## src/rtl/fp_normalize_seq.sv

```systemverilog
`timescale 1ns/1ps
// fp_normalize_seq: handshaked sequential normalizer / round-to-nearest-even
// for the FP datapath. The input is {carry, hidden, fraction, guard, sticky} with
// a biased exponent that has one headroom bit. The output is a packed
// exponent/fraction pair with overflow, denormal, zero and inexact flags.
// Optional build macro FP_NORM_LZC_EN: when it is defined, the left shift is
// done in a single NORM cycle using a leading-zero count. Otherwise one bit is
// shifted per cycle. Both builds give bit-identical results.
module fp_normalize_seq #(
  parameter int MB = 10,
  parameter int EB = 5
) (
  input  logic          CLK,
  input  logic          RST_N,
  input  logic          IN_VALID,
  output logic          IN_READY,
  input  logic          IN_SIGN,
  input  logic [MB+3:0] IN_MANT,
  input  logic [EB:0]   IN_EXP,
  output logic          OUT_VALID,
  input  logic          OUT_READY,
  output logic          OUT_SIGN,
  output logic [EB-1:0] OUT_EXP,
  output logic [MB-1:0] OUT_FRAC,
  output logic          OUT_OVF,
  output logic          OUT_UNF,
  output logic          OUT_ZERO,
  output logic          OUT_INEXACT
);

  localparam int MW = MB + 4;  // working mantissa width
  localparam int XW = EB + 2;  // working exponent width, wide enough to never wrap
  localparam logic [XW-1:0] EXP_MAX = XW'((1 << EB) - 1);

  typedef enum logic [1:0] {IDLE, NORM, ROUND, DONE} state_t;

  state_t          state_reg, state_next;
  logic            sign_reg;
  logic [MW-1:0]   m_reg, m_next;
  logic [XW-1:0]   e_reg, e_next;

  logic            guard, sticky, round_up, hidden, ovf;
  logic [MB+1:0]   sig_sum;
  logic [XW-1:0]   e_rnd;
  logic [EB-1:0]   exp_field;
  logic [MB-1:0]   frac_field;

  assign IN_READY  = (state_reg == IDLE);
  assign OUT_VALID = (state_reg == DONE);

`ifdef FP_NORM_LZC_EN
  logic [XW-1:0] lzc, shift_amt;

  // Leading-zero count below the carry bit, clamped so the exponent never drops below 1
  always_comb begin
    lzc = XW'(MW - 1);
    for (int i = 0; i < MW - 1; i++) begin
      if (m_reg[i]) lzc = XW'(MW - 2 - i);
    end
    shift_amt = (lzc < e_reg - XW'(1)) ? lzc : e_reg - XW'(1);
  end
`endif

  // Round-to-nearest-even on the normalised mantissa and build the packed fields
  always_comb begin
    guard      = m_reg[1];
    sticky     = m_reg[0];
    round_up   = guard & (sticky | m_reg[2]);
    sig_sum    = {1'b0, m_reg[MB+2:2]} + {{(MB+1){1'b0}}, round_up};
    e_rnd      = e_reg;
    hidden     = sig_sum[MB];
    frac_field = sig_sum[MB-1:0];
    if (sig_sum[MB+1]) begin
      // Mantissa rolled over 2.0: renormalise to 1.0 and bump the exponent
      hidden     = 1'b1;
      frac_field = '0;
      e_rnd      = e_reg + XW'(1);
    end
    // A denormal that rounds into the hidden bit has e=1, which becomes field 1 here
    exp_field = hidden ? e_rnd[EB-1:0] : '0;
    ovf       = (e_rnd >= EXP_MAX);
  end

  // Next-state and working-register update for the control FSM
  always_comb begin
    state_next = state_reg;
    m_next     = m_reg;
    e_next     = e_reg;
    case (state_reg)
      IDLE: begin
        if (IN_VALID) begin
          m_next     = IN_MANT;
          // A zero exponent field carries the same scale as exponent 1
          e_next     = (IN_EXP == '0) ? XW'(1) : {1'b0, IN_EXP};
          state_next = NORM;
        end
      end
      NORM: begin
        if (m_reg[MW-1]) begin
          // Carry set: shift right once, folding the bits shifted out into sticky
          m_next     = {1'b0, m_reg[MW-1:2], m_reg[1] | m_reg[0]};
          e_next     = e_reg + XW'(1);
          state_next = ROUND;
        end else if (m_reg == '0) begin
          e_next     = '0;
          state_next = ROUND;
        end
`ifdef FP_NORM_LZC_EN
        else begin
          m_next     = m_reg << shift_amt;
          e_next     = e_reg - shift_amt;
          state_next = ROUND;
        end
`else
        else if (m_reg[MW-2]) begin
          state_next = ROUND;
        end else if (e_reg <= XW'(1)) begin
          state_next = ROUND;
        end else begin
          m_next = {m_reg[MW-2:0], 1'b0};
          e_next = e_reg - XW'(1);
        end
`endif
      end
      ROUND:   state_next = DONE;
      DONE:    if (OUT_READY) state_next = IDLE;
      default: state_next = IDLE;
    endcase
  end

  // State register; reset discards any transaction in flight
  always_ff @(posedge CLK or negedge RST_N) begin
    if (!RST_N) state_reg <= IDLE;
    else        state_reg <= state_next;
  end

  // Working mantissa/exponent/sign registers
  always_ff @(posedge CLK or negedge RST_N) begin
    if (!RST_N) begin
      m_reg    <= '0;
      e_reg    <= '0;
      sign_reg <= 1'b0;
    end else begin
      m_reg <= m_next;
      e_reg <= e_next;
      if (state_reg == IDLE && IN_VALID) sign_reg <= IN_SIGN;
    end
  end

  // Output registers are loaded in ROUND and held through DONE
  always_ff @(posedge CLK or negedge RST_N) begin
    if (!RST_N) begin
      OUT_SIGN    <= 1'b0;
      OUT_EXP     <= '0;
      OUT_FRAC    <= '0;
      OUT_OVF     <= 1'b0;
      OUT_UNF     <= 1'b0;
      OUT_ZERO    <= 1'b0;
      OUT_INEXACT <= 1'b0;
    end else if (state_reg == ROUND) begin
      OUT_SIGN    <= sign_reg;
      OUT_EXP     <= ovf ? '1 : exp_field;
      OUT_FRAC    <= ovf ? '0 : frac_field;
      OUT_OVF     <= ovf;
      OUT_UNF     <= !ovf && (exp_field == '0) && (frac_field != '0);
      OUT_ZERO    <= !ovf && (exp_field == '0) && (frac_field == '0);
      OUT_INEXACT <= guard | sticky;
    end
  end

endmodule

```

## config.mk

```make
export PLATFORM = sky130hd
export DESIGN_NAME = fp_normalize_seq
export DESIGN_NICKNAME = d
export VERILOG_FILES = /design/src/rtl/fp_normalize_seq.sv
export SDC_FILE = /design/constraint.sdc
export NUM_CORES = 1
export LEC_CHECK = 0
export CAP_MARGIN = 30
export CORE_MARGIN = 8
export CORE_UTILIZATION = 30
export DETAILED_ROUTE_END_ITERATION = 16
export HOLD_SLACK_MARGIN = 0.02
export PLACE_DENSITY_LB_ADDON = 0.2
export SYNTH_ARGS = -nofsm -noshare
export SYNTH_HDL_FRONTEND = slang
export SYNTH_SLANG_ARGS = --single-unit
```

## constraint.sdc

```tcl
create_clock -name CLK -period 2.85 [get_ports CLK]
set_input_delay 0.285 -clock CLK [delete_from_list [all_inputs] [get_ports CLK]]
set_output_delay 0.285 -clock CLK [all_outputs]
set_load 0.02 [all_outputs]
```

==> results by group, run 1 <==
Global route
  • First-pass GRT wire length: 14700 µm
  • Initial antenna violation count: 0
  • Aggregate global routing overflow: 0
  • Total Routing Usage GR: 13.6%
  • Vias in the first global route: 2774
  • Largest net degree at the start of global routing: 43

Setup path
  • Cell at the slowest stage of the critical path: dfrtp_1
  • Crit path DAT: 2.74 ns
  • Crit path largest cell delay: 0.51 ns
  • Critical Path RT: 3.04 ns
  • Cell Chain, Critical Path: ha_1, nand2_1, nor4_1, xnor2_1, a211oi_1, or2_2, o32a_1
  • Critical Path Fanout Max: 14
  • Worst setup SP type: register
  • Worst Setup End Kind: register
  • Critical path class: reg2reg

Place
  • Cell Area, Placed: 3650 µm²
  • Hpwl dp: 6710 µm
  • Post-place setup slack: 0.212 ns
  • I/O Buffers: 46
  • Routability cong.: 0.830

Pwr
  • Worst VDD drop: 0.000375 V
  • Leakage Power: 1.46 nW
  • Pwr/cell area: 1190 nW/µm²

Yosys
  • Avg Cell Area, Syn: 8.36 µm²
  • Number of flops mapped to enable cells by yosys: 0
  • Combinational family with the most area after synthesis: simple AND/OR/NAND/NOR gates
  • Synth area leaders: dfrtp_1 (36%), nand2_1 (4.9%), mux2_2 (4.8%)
  • Sequential area share after synthesis: 35.9%
  • Compound-gate portion of the synthesized area: 19.8%
  • Leading cell types by count after synthesis: dfrtp_1 (44), nand2_1 (40), nor2_1 (32)
  • Syn_nets: 399
  • Post-Synthesis Cell Area: 3070 µm²
  • Synth Register Bits: 44
  • Synth Instances: 367
  • Synth warn: 0
  • Distinct cell type count after synthesis: 58
  • Count leader, synth: dfrtp_1
  • Post-Synth Adder-Cell Area: 2.85%
  • Most used DFF post-synth: dfrtp_1
  • Synth area leader: dfrtp_1
  • Yosys top cell area share: 35.9%
  • Post-synth ARST share: 100%
  • Multiplexer area fraction after synthesis: 5.42%
  • XOR/XNOR Fraction of Synth Area: 4.85%
  • Simple-Gate Fraction of Synth Area: 21.4%

Worst hold path
  • Hold WC Path Type: in2async

Timing
  • Hold Slack: 0.487 ns
  • Clock Skew: 0.00838 ns
  • Setup ws final: 0.301 ns
  • Setup violations, final: 0
  • Max Clk Rate: 392 MHz
  • Worst-Margin Slew: 0.534 ns
  • Max Transition Viols Final: 0
  • RSZ-0062 raised after global routing: false
  • Relative slew margins: 64.4%
  • Min Tclk post-route: 2.55 ns
  • Period utilisation layout: 89.4%
  • Final hold viol count: 0
  • Sum Neg Setup Slack: 0 ns

Final layout
  • Max FFs per register: 14
  • Fin util: 37.2%
  • Fraction of layout cells with a size suffix above 1: 13.5%
  • Antenna cells: 0
  • Finished Cell Area: 3770 µm²
  • Fill cells: 1056
  • Number of nets in the layout: 438
  • P&R area growth vs syn: 23.0%

Drt
  • Routed WL: 9020 µm
  • Mean routed wirelength per cell: 16.6 µm
  • Routed Antenna Nets: 0
  • Vias: 2810
  • DR DRC count: 0
  • DRT iter0 DRCs: 165
  • First-pass detailed-route iteration total: 5
  • Routed vias/inst: 5.17

Clocking
  • CTS tree: done
  • H-tree lvl count: 2
  • Worst skew pair latency: 0.30 ns
  • TritonCTS buffer count: 5
  • # clock sinks: 44
  • Postcts setup bufs: 0
  • Clk pin slew, worst setup/hold paths: 0.10 ns
  • Clock buffer depth: 2
  • Root buf cell: clkbuf_8

Floorplanning
  • Core area: 10100 µm²
  • Starting density of the core: 30.3%
  • Die area: 13700 µm²
  • Die Y: 117 µm
  • Number of I/O pins: 47
  • Row count: 37
  • Die X-Extent: 117 µm

Run
  • # Max-Cap Violations: 0

Run status
  • Outcome: finished, final reports clean
[report_power, final]
| part | switching, mW | total [mW] | internal [mW] | leakage (nW) |
|---|---|---|---|---|
| Combinational | 1.52 | 2.69 | 1.17 | 0.874 |
| Sequential | 0.373 | 1.29 | 0.917 | 0.531 |
| Clock | 0.245 | 0.509 | 0.265 | 0.0548 |
[routing by layer]
| layer | vias to the layer above | part of all wire (%) | routed length, µm | GRT usage (%) |
|---|---|---|---|---|
| li1 | 1366 | - | - | - |
| met1 | 1352 | 49 | 4430 | 19.9 |
| met2 | 85 | 44 | 4010 | 20.5 |
| met3 | 7 | 5.7 | 511 | 1.95 |
| met4 | 0 | 0.83 | 75 | 3.16 |
| met5 | - | 0 | 0 | 0 |
[critical path: cells and delay by family (launching register included)]
kind                       cells  cell delay, ns
AOI/OAI and AO/OA              2            0.47
xor gates and xnor gates       1            0.16
and+or+nand+nor                3            0.87
DFF                            1            0.51
adders and majority gates      1            0.41
[kinds of logic after synthesis]
kind of cell / count (synthesis)
muxes: 15
buffers and inverters: 60
DFF: 44
AOI/OAI and AO/OA: 93
xor gates and xnor gates: 17
and+or+nand+nor: 131
adders and majority gates: 7
[placed cells by master, fill, tap and decap left out, drive strengths merged, types with 10 or more instances in the layout]
cell type / netlist / final
dfrtp: 44 / 44
xnor2: 10 / 10
a21oi: 16 / 16
inv: 25 / 26
nor3: 10 / 10
nand3: 22 / 22
a31oi: 15 / 15
nand2: 40 / 40
o21ai: 21 / 21
buf: 16 / 20
mux2: 13 / 13
nor2: 33 / 33
o22ai: 16 / 16
clkdlybuf4s50: 0 / 45
[path summary, 6_finish.rpt]
check,start,cells after the start,slack [ns],end
worst max-delay path,e_reg[1],7,0.30,OUT_EXP[2]
worst min-delay path,RST_N,2,0.49,OUT_FRAC[4]
worst max register to register,e_reg[1],7,0.30,OUT_EXP[2]
worst min register to register,OUT_EXP[3],1,0.49,OUT_EXP[3]
max in group asynchronous,RST_N,3,1.84,e_reg[0]
min in group CLK,OUT_EXP[3],1,0.49,OUT_EXP[3]
[timing repair]
item / 4_1_cts / 5_1_grt
setup endpoints to repair: 0 / 14
gates resized for setup: 0 / 2
hold buffers: 1 / 0
hold endpoints to repair: 22 / 0
[area by class of cell]
class                           instances  area [µm²]  area share, %
Multi-Input combinational cell        263        1670           44.2
Sequential cell                        44        1100           29.2
Timing Repair Buffer                   66         621           16.4
Tap cell                              136         170           4.51
Inverter                               26        97.6           2.59
Clock buffer                            5        68.8           1.82
Clock inverter                          3        46.3           1.23
[through the flow]
| stage | total power, mW | std cells |
|---|---|---|
| after floorplan | 3.16 | 367 |
| after global placement | 3.96 | 533 |
| after CTS | 4.51 | 543 |
| final | 4.48 | 543 |
| after detailed placement | 3.98 | 534 |
| after global routing | 4.85 | 543 |
(Power assumes the default switching activity.)
==> inputs of run 2 (changes only) <==
HOLD_SLACK_MARGIN = not set   (was 0.02)
==> results of run 2 <==
The final DEF is identical to that of run 1; final timing and power are the same.
==> inputs of run 3 (changes only) <==
--- a/config.mk
+++ b/config.mk
@@ -7,3 +7,2 @@
 export LEC_CHECK = 0
-export CAP_MARGIN = 30
 export CORE_MARGIN = 8
@@ -11,2 +10,3 @@
 export DETAILED_ROUTE_END_ITERATION = 16
+export MAX_ROUTING_LAYER = met4
 export PLACE_DENSITY_LB_ADDON = 0.2
==> constraint.sdc (replaced) <==
create_clock -name CLK -period 2.85 [get_ports CLK]
set_input_delay 0.57 -clock CLK [delete_from_list [all_inputs] [get_ports CLK]]
set_output_delay 0.57 -clock CLK [all_outputs]
set_load 0.02 [all_outputs]
==> run 3 against run 2 <==
  * Register-to-register slack worse by 0.10 ns
  * Clock power shrank 16%
  * Die area unchanged
  * Utilization down 0.52 points
  * Critical path type unchanged
  * Flip-flop and latch count is the same
  * Critical path depth stayed put
==> results by group, run 3 (synthesis results as in run 1) <==
Floorplanning
  • Number of I/O pins: 47 (unchanged)
  • Die X-Extent: 117 µm (unchanged)
  • Starting density of the core: 30.3% (unchanged)
  • Row count: 37 (unchanged)
  • Die area: 13700 µm² (unchanged)
  • Die Y: 117 µm (unchanged)
  • Core area: 10100 µm² (unchanged)

Global route
  • Aggregate global routing overflow: 0 (unchanged)
  • First-pass GRT wire length: 14400 µm (-2.2%)
  • Vias in the first global route: 2771 (-0.11%)
  • Initial antenna violation count: 0 (unchanged)
  • Total Routing Usage GR: 13.7% (+0.10 points)
  • Largest net degree at the start of global routing: 45 (+4.7%)

Run
  • # Max-Cap Violations: 0 (unchanged)

Final layout
  • P&R area growth vs syn: 21.3%
  • Finished Cell Area: 3720 µm² (-1.4%)
  • Fill cells: 1064 (+0.76%)
  • Antenna cells: 0 (unchanged)
  • Number of nets in the layout: 436 (-0.46%)
  • Reg area: 1100 µm² (-0.11%)
  • Multi-input gate area: 1670 µm² (unchanged)
  • Most frequent cells in the layout: clkdlybuf4s50_1 (45), dfrtp_1 (44), nand2_1 (40)
  • Most common cell after layout, fill and taps aside: clkdlybuf4s50_1
  • Max FFs per register: 14 (unchanged)
  • Fin util: 36.7% (-0.52 points)
  • Fraction of layout cells with a size suffix above 1: 12.8% (-0.67 points)

Timing
  • Worst-Margin Slew: 1.01 ns (+0.479 ns)
  • Max Clk Rate: 377 MHz (-3.8%)
  • Setup violations, final: 0 (unchanged)
  • Min Tclk post-route: 2.65 ns (+0.101 ns)
  • Clock Skew: 0.00998 ns (+0.00160 ns)
  • Final hold viol count: 0 (unchanged)
  • Period utilisation layout: 93.0% (+3.5 points)
  • Sum Neg Setup Slack: 0 ns (unchanged)
  • RSZ-0062 raised after global routing: false
  • Max Transition Viols Final: 0 (unchanged)
  • Setup ws final: 0.200 ns (-0.101 ns)
  • Relative slew margins: 32.4% (-32 points)

Pwr
  • Pwr/cell area: 1180 nW/µm² (-1.1%)
  • Sw power: 2.09 mW (-1.8%)
  • Internal Power: 2.28 mW (-3.0%)
  • Logic gate share of total power: 61.1% (+1.2 points)
  • Sw frac: 47.9% (+0.31 points)
  • Leakage Power: 1.44 nW (-1.6%)
  • Worst VDD drop: 0.000325 V (-13%)
  • Sequential power share: 29.1% (+0.3 points)
  • Clock share of power: 9.8% (-1.6 points)

Setup path
  • Worst Setup End Kind: register
  • Critical Path Fanout Max: 14 (unchanged)
  • Crit path DAT: 2.84 ns (+0.10 ns)
  • Crit path buf inv count: 0 (unchanged)
  • Critical path class: reg2reg
  • Critical Path RT: 3.04 ns (about the same)
  • FF-to-FF setup slack: 0.20 ns (-0.10 ns)
  • Crit path max-delay family: simple AND/OR/NAND/NOR gates
  • Worst setup SP type: register
  • Cell Chain, Critical Path: ha_1, nand2_1, nor4_1, xnor2_1, a211oi_1, or2_2, o32a_1
  • Cell at the slowest stage of the critical path: dfrtp_1
  • Crit path largest cell delay: 0.59 ns (+0.08 ns)

Clocking
  • Clk pin slew, worst setup/hold paths: 0.09 ns (about the same)
  • # clock sinks: 44 (unchanged)
  • H-tree lvl count: 2 (unchanged)
  • Worst skew pair latency: 0.31 ns (about the same)
  • Root buf cell: clkbuf_8
  • CTS tree: done
  • Clock buffer depth: 2 (unchanged)
  • TritonCTS buffer count: 5 (unchanged)
  • Postcts setup bufs: 0 (unchanged)

Place
  • Hpwl dp: 6450 µm (-3.9%)
  • Routability cong.: 0.860 (+3.6%)
  • I/O Buffers: 46 (unchanged)
  • Post-place setup slack: 0.209 ns (-0.00365 ns)
  • Cell Area, Placed: 3630 µm² (-0.55%)

Drt
  • Vias: 2766 (-1.6%)
  • First-pass detailed-route iteration total: 5 (unchanged)
  • Mean routed wirelength per cell: 16.2 µm (-2.5%)
  • DR DRC count: 0 (unchanged)
  • Routed WL: 8760 µm (-2.9%)
  • Routed Antenna Nets: 0 (unchanged)
  • DRT iter0 DRCs: 169 (+2.4%)
  • Routed vias/inst: 5.11 (-1.2%)

Run status
  • Outcome: finished, final reports clean

Worst hold path
  • Hold WC Path Type: in2async
## run 3: final cells by class
class	instances	share of cell area, %
well taps	136	4.57
inverters	26	2.62
flip-flops and latches	44	29.6
repair buffers	64	15.9
clock inverters	1	0.202
clock buffers	7	2.32
multi-input cells	263	44.8
## run 3: layer usage
metal / part of all wire [%] / global-route usage [%] / vias to the layer above
met5: 0 / - / -
met4: 1.9 / 4.61 / 0
met3: 4.9 / 1.85 / 14
met2: 44 / 20.7 / 89
met1: 49 / 18.4 / 1298
li1: - / - / 1365
## run 3: repair_timing
item,in CTS,in global routing
hold buffers,0,0
resized for setup,0,1
endpoints found under the setup margin,0,14
## run 3: path summary, 6_finish.rpt
path / start / end / depth (start not counted)
max reg2reg: e_reg[0] / OUT_EXP[1] / 7
max: e_reg[0] / OUT_EXP[1] / 7
max in group asynchronous: RST_N / e_reg[6] / 1
min in group CLK: OUT_EXP[3] / OUT_EXP[3] / 1
min: RST_N / m_reg[9] / 1
min reg2reg: OUT_EXP[3] / OUT_EXP[3] / 1
## run 3: power groups by stage
stage / Sequential (mW) / Combinational (mW) / Clock [mW]
after floorplan: 1.22 / 1.94 / 0
after global placement: 1.28 / 2.68 / 0
after detailed placement: 1.29 / 2.67 / 0
after CTS: 1.27 / 2.69 / 0.440
after global routing: 1.33 / 2.94 / 0.464
final: 1.27 / 2.67 / 0.428
## run 3: through the flow
| stage | instances | total power, mW | hold WS, ns |
|---|---|---|---|
| 2_1_floorplan | 367 | 3.16 | 0.274 |
| 3_3_place_gp | 533 | 3.96 | 0.466 |
| 3_5_place_dp | 533 | 3.96 | 0.471 |
| 4_1_cts | 541 | 4.40 | 0.481 |
| 5_1_grt | 541 | 4.73 | 0.499 |
| 6_report | 541 | 4.37 | 0.437 |
